--- src/rtl/scrisc16_pkg.sv ---
// SCRISC-16 shared definitions: instruction field positions, opcodes, ALU codes
// and the packed records carried by the issue and result registers.
package scrisc16_pkg;

    localparam int OP_HI    = 15;
    localparam int OP_LO    = 12;
    localparam int RD_HI    = 11;
    localparam int RD_LO    = 9;
    localparam int RS_HI    = 8;
    localparam int RS_LO    = 6;
    localparam int RT_HI    = 5;
    localparam int RT_LO    = 3;
    localparam int IMM_HI   = 5;
    localparam int IMM_LO   = 0;
    localparam int BR_CC_HI = 11;
    localparam int BR_CC_LO = 10;
    localparam int BR_UNSIG = 9;

    localparam logic [3:0] OP_NOP  = 4'h0;
    localparam logic [1:0] OP_SHx  = 2'b01;
    localparam logic [1:0] OP_BWx  = 2'b10;
    localparam logic [3:0] OP_ADD  = 4'hC;
    localparam logic [3:0] OP_SUB  = 4'hD;
    localparam logic [3:0] OP_ADDI = 4'hE;
    localparam logic [3:0] OP_BR   = 4'hF;

    localparam logic [3:0] ALUC_ZERO = 4'b0000;
    localparam logic [3:0] ALUC_ADD  = 4'b1100;
    localparam logic [3:0] ALUC_SUB  = 4'b1101;

    typedef struct packed {
        logic [3:0]  aluc;
        logic [1:0]  alub;
        logic        unsig;
        logic        use_imm;
        logic        we;
        logic        br;
        logic        illegal;
        logic [2:0]  rd;
        logic [2:0]  rs;
        logic [2:0]  rt;
        logic [15:0] imm;
    } dec_t;

    typedef struct packed {
        logic [15:0] a;
        logic [15:0] b;
        logic [3:0]  aluc;
        logic [1:0]  alub;
        logic        unsig;
        logic [2:0]  rd;
        logic        we;
        logic        br;
        logic        illegal;
    } iss_t;

    typedef struct packed {
        logic [15:0] data;
        logic [2:0]  rd;
        logic        we;
        logic        br;
        logic        taken;
        logic        illegal;
    } res_t;

    function automatic logic [15:0] sext6(input logic [5:0] v);
        return {{10{v[5]}}, v};
    endfunction

endpackage

--- src/rtl/alu_op_decode.sv ---
// Combinational SCRISC-16 instruction decode into ALU control and writeback flags.
// Zero latency; no handshake of its own.
module alu_op_decode
    import scrisc16_pkg::*;
(
    input  logic [15:0] instr,
    output dec_t        dec
);

    logic [3:0] op;
    assign op = instr[OP_HI:OP_LO];

    always_comb begin
        dec      = '0;
        dec.aluc = ALUC_ZERO;
        dec.rd   = instr[RD_HI:RD_LO];
        dec.rs   = instr[RS_HI:RS_LO];
        dec.rt   = instr[RT_HI:RT_LO];
        dec.imm  = sext6(instr[IMM_HI:IMM_LO]);
        case (op[3:2])
            OP_SHx, OP_BWx: begin
                dec.aluc = op;
                dec.we   = 1'b1;
            end
            2'b11: begin
                case (op)
                    OP_ADD: begin
                        dec.aluc = ALUC_ADD;
                        dec.we   = 1'b1;
                    end
                    OP_SUB: begin
                        dec.aluc = ALUC_SUB;
                        dec.we   = 1'b1;
                    end
                    OP_ADDI: begin
                        dec.aluc    = ALUC_ADD;
                        dec.use_imm = 1'b1;
                        dec.we      = 1'b1;
                    end
                    OP_BR: begin
                        dec.aluc  = ALUC_SUB;
                        dec.alub  = instr[BR_CC_HI:BR_CC_LO];
                        dec.unsig = instr[BR_UNSIG];
                        dec.br    = 1'b1;
                    end
                    default: ;
                endcase
            end
            default: dec.illegal = (op != OP_NOP);
        endcase
        // r0 is hardwired; suppress any write aimed at it
        if (dec.rd == 3'd0) dec.we = 1'b0;
    end

endmodule

--- src/rtl/alu_issue_stage.sv ---
// Issue (S1) and result (S2) registers around the SCRISC-16 ALU; 2-edge latency, 1/cycle.
// Full valid/ready backpressure, in_ready combinational; ALU_ISSUE_BYPASS_EN adds operand forwarding.
module alu_issue_stage
    import scrisc16_pkg::*;
(
    input  logic        clk,
    input  logic        rst,
    input  logic        in_valid,
    output logic        in_ready,
    input  logic [15:0] in_instr,
    input  logic [15:0] in_rs_val,
    input  logic [15:0] in_rt_val,
    output logic [15:0] alu_a,
    output logic [15:0] alu_b,
    output logic [3:0]  alu_ALUC,
    output logic [1:0]  alu_ALUB,
    output logic        alu_Unsig,
    input  logic [15:0] alu_out,
    input  logic        alu_check,
    output logic        res_valid,
    input  logic        res_ready,
    output logic [15:0] res_data,
    output logic [2:0]  res_rd,
    output logic        res_we,
    output logic        res_br,
    output logic        res_taken,
    output logic        res_illegal
);

    dec_t        dec;
    iss_t        s1;
    iss_t        s1_next;
    res_t        s2;
    logic        s1_valid;
    logic        s1_load;
    logic        s2_load;
    logic [15:0] rs_op;
    logic [15:0] rt_op;

    alu_op_decode u_decode (
        .instr (in_instr),
        .dec   (dec)
    );

    assign s2_load  = s1_valid && (!res_valid || res_ready);
    assign in_ready = !s1_valid || !res_valid || res_ready;
    assign s1_load  = in_valid && in_ready;

`ifdef ALU_ISSUE_BYPASS_EN
    // The S1 entry is younger than S2, so its pending result takes precedence.
    function automatic logic [15:0] fwd(
        input logic [2:0]  idx,
        input logic [15:0] dflt,
        input logic        s1_hit_en,
        input logic [2:0]  s1_rd,
        input logic [15:0] s1_dat,
        input logic        s2_hit_en,
        input logic [2:0]  s2_rd,
        input logic [15:0] s2_dat
    );
        if (idx == 3'd0)                  return dflt;
        if (s1_hit_en && s1_rd == idx)    return s1_dat;
        if (s2_hit_en && s2_rd == idx)    return s2_dat;
        return dflt;
    endfunction

    assign rs_op = fwd(dec.rs, in_rs_val, s1_valid && s1.we, s1.rd, alu_out,
                       res_valid && s2.we, s2.rd, s2.data);
    assign rt_op = fwd(dec.rt, in_rt_val, s1_valid && s1.we, s1.rd, alu_out,
                       res_valid && s2.we, s2.rd, s2.data);
`else
    logic unused_idx;
    assign unused_idx = ^{dec.rs, dec.rt};
    assign rs_op      = in_rs_val;
    assign rt_op      = in_rt_val;
`endif

    always_comb begin
        s1_next         = '0;
        s1_next.a       = rs_op;
        s1_next.b       = dec.use_imm ? dec.imm : rt_op;
        s1_next.aluc    = dec.aluc;
        s1_next.alub    = dec.alub;
        s1_next.unsig   = dec.unsig;
        s1_next.rd      = dec.rd;
        s1_next.we      = dec.we;
        s1_next.br      = dec.br;
        s1_next.illegal = dec.illegal;
    end

    always_ff @(posedge clk or posedge rst) begin
        if (rst) begin
            s1_valid  <= 1'b0;
            s1        <= '0;
            res_valid <= 1'b0;
            s2        <= '0;
        end else begin
            if (s1_load) begin
                s1_valid <= 1'b1;
                s1       <= s1_next;
            end else if (s2_load) begin
                s1_valid <= 1'b0;
            end
            if (s2_load) begin
                res_valid    <= 1'b1;
                s2.data      <= alu_out;
                s2.rd        <= s1.rd;
                s2.we        <= s1.we;
                s2.br        <= s1.br;
                s2.taken     <= alu_check && s1.br;
                s2.illegal   <= s1.illegal;
            end else if (res_ready) begin
                res_valid <= 1'b0;
            end
        end
    end

    assign alu_a       = s1.a;
    assign alu_b       = s1.b;
    assign alu_ALUC    = s1.aluc;
    assign alu_ALUB    = s1.alub;
    assign alu_Unsig   = s1.unsig;
    assign res_data    = s2.data;
    assign res_rd      = s2.rd;
    assign res_we      = s2.we;
    assign res_br      = s2.br;
    assign res_taken   = s2.taken;
    assign res_illegal = s2.illegal;

endmodule
--- config.mk ---
export PLATFORM = sky130hd
export DESIGN_NAME = alu_issue_stage
export DESIGN_NICKNAME = d
export VERILOG_FILES = /design/src/rtl/scrisc16_pkg.sv /design/src/rtl/alu_op_decode.sv /design/src/rtl/alu_issue_stage.sv
export SDC_FILE = /design/constraint.sdc
export NUM_CORES = 1
export LEC_CHECK = 0
export ABC_AREA = 1
export ABC_CLOCK_PERIOD_IN_PS = 4700
export BUFFER_PORTS_ARGS = -buffer_cell sky130_fd_sc_hd__buf_2
export CAP_MARGIN = 20
export CORE_MARGIN = 2
export CORE_UTILIZATION = 25
export CTS_CLUSTER_DIAMETER = 80
export DETAILED_ROUTE_END_ITERATION = 10
export PLACE_DENSITY_LB_ADDON = 0.05
export SLEW_MARGIN = 10
export SYNTH_ARGS = -nofsm -noshare
export SYNTH_HDL_FRONTEND = slang
export SYNTH_HIERARCHICAL = 1
export SYNTH_SLANG_ARGS = --single-unit
--- constraint.sdc ---
create_clock -name clk -period 4.7 [get_ports clk]
set_input_delay 0 -clock clk [delete_from_list [all_inputs] [get_ports clk]]
set_output_delay 0 -clock clk [all_outputs]
set_load 0.05 [all_outputs]
---- Yosys cells after proc, flatten, opt, wreduce, memory -nomap -nowiden ----
Index checks and enable logic that the tools add are counted.
word-level totals
  input port bits ......................... 69
  logic and storage cells ................. 57
  flip-flop bits (word level) ............. 70
  output and inout bits ................... 64
operators by class
  reductions and logical operators ........ 17
  muxes and demuxes ....................... 16
  equal/unequal tests ..................... 7
operators with widths
  kind                                                             number
  4-bit == test, second input constant                             4
  16-bit 2-to-1 mux                                                1
  4-bit one-hot mux with 2 select lines                            2
  1-bit 2-to-1 mux                                                 10
  2-bit OR reduction                                               3
  3-bit OR reduction                                               2
  2-bit == test, second input constant                             2
  4-bit 2-to-1 mux                                                 1
  2-bit nonzero test                                               2
  4-bit nonzero test                                               1
  1-bit logical AND                                                3
  3-bit logical NOT                                                1
  1-bit logical OR                                                 3
  3-bit 2-to-1 mux                                                 1
  2-bit by 1-bit == test with 1-bit output, second input constant  1
  1-bit logical NOT                                                2
  1-bit one-hot mux with 2 select lines                            1

---- Longest topological paths before layout ----
  depth after elaboration ................. 5
  mapped depth ............................ 10
  depth with buffers taken out ............ 8

---- By module ----
Netlist, hierarchy kept.
modules (own cells, without submodules)
  module           seq. area each (um2)  area an instance (um2)  instances  cells each
  alu_issue_stage  1751.7                3234.4                  1          392
  alu_op_decode    0.0                   347.8                   1          56

---- Least setup slack after synthesis ----
Ideal clock, no wire load.
  path type ............................... register to register
  from .................................... reg res_valid
  to ...................................... reg s2, in the netlist res_data[10]
  arrival ................................. 1329 ps
  library setup time ...................... 66 ps
  data required time ...................... 4634 ps
  setup slack ............................. 3304 ps
  period minus slack after synthesis ...... 1396 ps
  buffers on the path ..................... 1
  cell stages (with the launch flop) ...... 6
  path through ............................ dfrtp_1 > nand2_1 > nand2_1 > buf_2 > nand2_1 > nand2_1
on the way
  word-level cells in the longest chain between the ends .. 3
ends and longest elaborated chain
  what                    RTL line                source
  from (decl)             alu_issue_stage.sv:20   output logic res_valid,
  from (signal assigned)  alu_issue_stage.sv:95   res_valid <= 1'b0;
  from (signal assigned)  alu_issue_stage.sv:105  res_valid <= 1'b1;
  from (signal assigned)  alu_issue_stage.sv:113  res_valid <= 1'b0;
  1-bit logical NOT       alu_issue_stage.sv:45   assign s2_load = s1_valid && (!res_valid || res_ready);
  1-bit logical OR        alu_issue_stage.sv:45
  1-bit logical AND       alu_issue_stage.sv:45
  to (decl)               alu_issue_stage.sv:33   res_t s2;
Every way passes these cells.
A chain may end at the register's enable or synchronous reset.

---- Final worst setup path ----
  from .................................... reg s1_valid
  to ...................................... reg s1, in the netlist alu_b[12]
on the way
  word-level cells in the longest chain between the ends .. 4
ends and longest elaborated chain
  what                            RTL line                source
  from (decl)                     alu_issue_stage.sv:34   logic s1_valid;
  from (signal assigned)          alu_issue_stage.sv:93   s1_valid <= 1'b0;
  from (signal assigned)          alu_issue_stage.sv:99   s1_valid <= 1'b1;
  from (signal assigned)          alu_issue_stage.sv:102  s1_valid <= 1'b0;
  1-bit logical NOT               alu_issue_stage.sv:46   assign in_ready = !s1_valid || !res_valid || res_ready;
  1-bit logical OR (2 in series)  alu_issue_stage.sv:46
  1-bit logical AND               alu_issue_stage.sv:47   assign s1_load = in_valid && in_ready;
  to (signal assigned)            alu_issue_stage.sv:100  s1 <= s1_next;
  to (decl)                       alu_issue_stage.sv:31   iss_t s1;
Every way passes these cells.

==> impl_metrics.csv <==
group,metric,value,unit
clock_network,cts_tree,"done",
setup_path,r2r-start,"s1_valid",
power,p_clk_share,31.8,%
detailed_routing,wl_per_cell,12.8,um
status,outcome,"finished clean",
synth,syn_avg_cell_area,8.00,sq um
clock_network,clk_pin_slew,0.06,ns
final_layout,regArea,1750,sq um
timing,final_max_slew_viol_count,0,
timing,min_period,2.56,ns
final_layout,multiInputGateArea,1190,sq um
run,maxCapViolCount,0,
clock_network,clockBufferDepth,2,
die,die_h,123,um
clock_network,root_buffer,"clkbuf_16",
setup_path,crit_path_start_kind,"flip-flop",
min_path,min_to,"alu_ALUC[2]",
clock_network,numClockSinks,70,
power,p_seq_share,35.2,%
setup_path,r2r_setup_slack,2.14,ns
global_route,grtUsageTotal,13.1,%
timing,skew,0.00302,ns
power,p_switching,0.863,mW
min_path,min_path_cells,4,
timing,worst_pin_slew,0.976,ns
detailed_routing,num_vias,3115,
setup_path,cp_top_family,"simple AND/OR/NAND/NOR gates",
detailed_routing,viasPerCell,4.16,
die,die_w,123,um
global_route,grt_max_degree,71,
power,combPwrFrac,33.0,%
detailed_routing,route.met2.wl,4470,um
global_route,antenna_found_initial,0,
timing,max_freq,391,MHz
min_path,min_path_type,"in2reg",
timing,hold_violations,0,
final_layout,final_area,4780,sq um
detailed_routing,drt_iter0_markers,144,
setup_path,path_cells,"nand3_2 -> buf_4 -> nand2_2 -> nand2_1 -> nand2_1",
setup_path,worstPathRequired,4.92,ns
detailed_routing,drc,0,
global_route,grt_pass1_wl,15000,um
power,powerDensity,458,nW/um^2
die,boundaryPins,133,
place,dp_hpwl,5740,um
die,fp.coreArea,13800,sq um
clock_network,cts-htree-levels,3,
final_layout,layout.nets,636,
clock_network,numCtsBuffers,9,
die,die_area,15100,sq um
place,placed_cell_area,3880,sq um
setup_path,crit_buf_inv,1,
timing,min_period_over_period,54.5,%
final_layout,fill_cells,1477,
timing,finalSetupViolations,0,
setup_path,r2r-end,"alu_b[12]",
setup_path,cp.depth,5,
clock_network,post_cts_buffers,0,
place,port_buffers,129,
setup_path,crit_path_end_kind,"flip-flop",
final_layout,n_antenna_cell,0,
detailed_routing,top_layer,"met4",
power,p_leak,2.67,nW
power,vdd.ir_drop.worst,0.000160,V
timing,relSlewSlack,35.0,%
synth,synth_area,3540,sq um
min_path,hold_path.startpoint,"in_instr[15]",
setup_path,r2r_cells,5,
power,netSwitchingFraction,39.4,%
power,power.internal,1.33,mW
setup_path,slowest_stage,"nand2_2",
detailed_routing,drt-pass1-iter-count,4,
detailed_routing,drtAntennaViolNets,0,
clock_network,clk_latency,0.33,ns
setup_path,cpMostUsedCell,"nand2_1",
timing,setup_tns,0,ns
die,start_util,25.6,%
global_route,gr-total-overflow,0,
detailed_routing,wl_met3,607,um
setup_path,path_class,"reg2reg",
detailed_routing,met1_length,4360,um
final_layout,drive_above_1_share,26.5,%
die,rows,43,
synth,synthesis.instances,442,
setup_path,max_stage_delay,0.69,ns
setup_path,path_max_fanout,48,
synth,yosysWarnings,6,
place,place_congestion,0.671,
timing,rsz0062_at_grt,"false",
setup_path,critPathArrivalTime,2.78,ns
final_layout,area_growth,35.1,%
detailed_routing,wl,9610,um
global_route,grt_pass1_vias,3015,
synth,synthesis.nets,514,
## worst reg2reg max path, cell delays in order, from the launching register on
cell and delay (ns):
dfrtp_1 0.68, nand3_2 0.21, buf_4 0.49, nand2_2 0.70, nand2_1 0.30, nand2_1 0.07
## sequential cells by signal, summed over array words and instances (netlist names)
| name | cells |
|---|---|
| res_illegal | 1 |
| res_taken | 1 |
| s1_valid | 1 |
| alu_Unsig | 1 |
| res_valid | 1 |
| s1 | 6 |
| alu_b | 16 |
| res_rd | 3 |
| alu_ALUB | 2 |
| alu_a | 16 |
| res_data | 16 |
| alu_ALUC | 4 |
| res_br | 1 |
| res_we | 1 |
## power by group through the flow
stage / combinational (mW) / sequential, mW / clock, mW
3_5_place_dp: 0.695 / 0.782 / 0
4_1_cts: 0.734 / 0.773 / 0.726
5_1_grt: 0.780 / 0.786 / 0.753
6_report: 0.723 / 0.770 / 0.697
3_3_place_gp: 0.693 / 0.779 / 0
2_1_floorplan: 0.427 / 0.946 / 0
## worst max path at each step
stage,slack [ns],startpoint,to
finish,2.14,s1_valid,alu_b[12]
global route,1.85,s1_valid,alu_b[11]
CTS,2.02,s1_valid,alu_b[12]
detailed placement,2.04,s1_valid,alu_b[5]
global placement,2.04,s1_valid,alu_b[4]
floorplan,2.93,rst,alu_ALUB[0]
## stage by stage
step           power (mW)  setup slack (ns)  util (%)  hold WS, ns  std cells
5_1_grt              2.32              1.85      34.6       0.0456        749
2_1_floorplan        1.37              2.93         -        0.145        442
6_report             2.19              2.14      34.6       0.0287        749
3_5_place_dp         1.48              2.04      28.1        0.236        674
3_3_place_gp         1.47              2.04      28.1        0.232        674
4_1_cts              2.23              2.02      34.6      0.00777        749
## repair_timing
item,in CTS,in global routing
hold endpoints to repair,57,0
resized for setup,0,0
hold buffers,59,0
## metal layers
| layer | vias up | GRT usage (%) |
|---|---|---|
| met5 | - | 0 |
| met1 | 1445 | 16.6 |
| met3 | 11 | 3.78 |
| met2 | 87 | 20.6 |
| met4 | 0 | 5.82 |
| li1 | 1572 | - |
## placed cells by master, fill, tap and decap left out, drive strengths merged
cell type and count:
a21oi 4, buf 132, bufinv 1, clkbuf 13
clkinv 2, clkinvlp 1, dfrtp 70, dlygate4sd3 59
ha 3, inv 12, nand2 193, nand3 69
nor2 6, nor3 2, o21a 1, o21ai 1
## cell type report
cell class,instances,area share (%)
sequential,70,36.7
multi-input combinational,279,24.9
clock buffer,13,5.45
inverter,13,1.05
timing repair buffer,191,26.3
clock inverter,3,0.890
tap,180,4.71
Power figures use the tool's default switching activity.
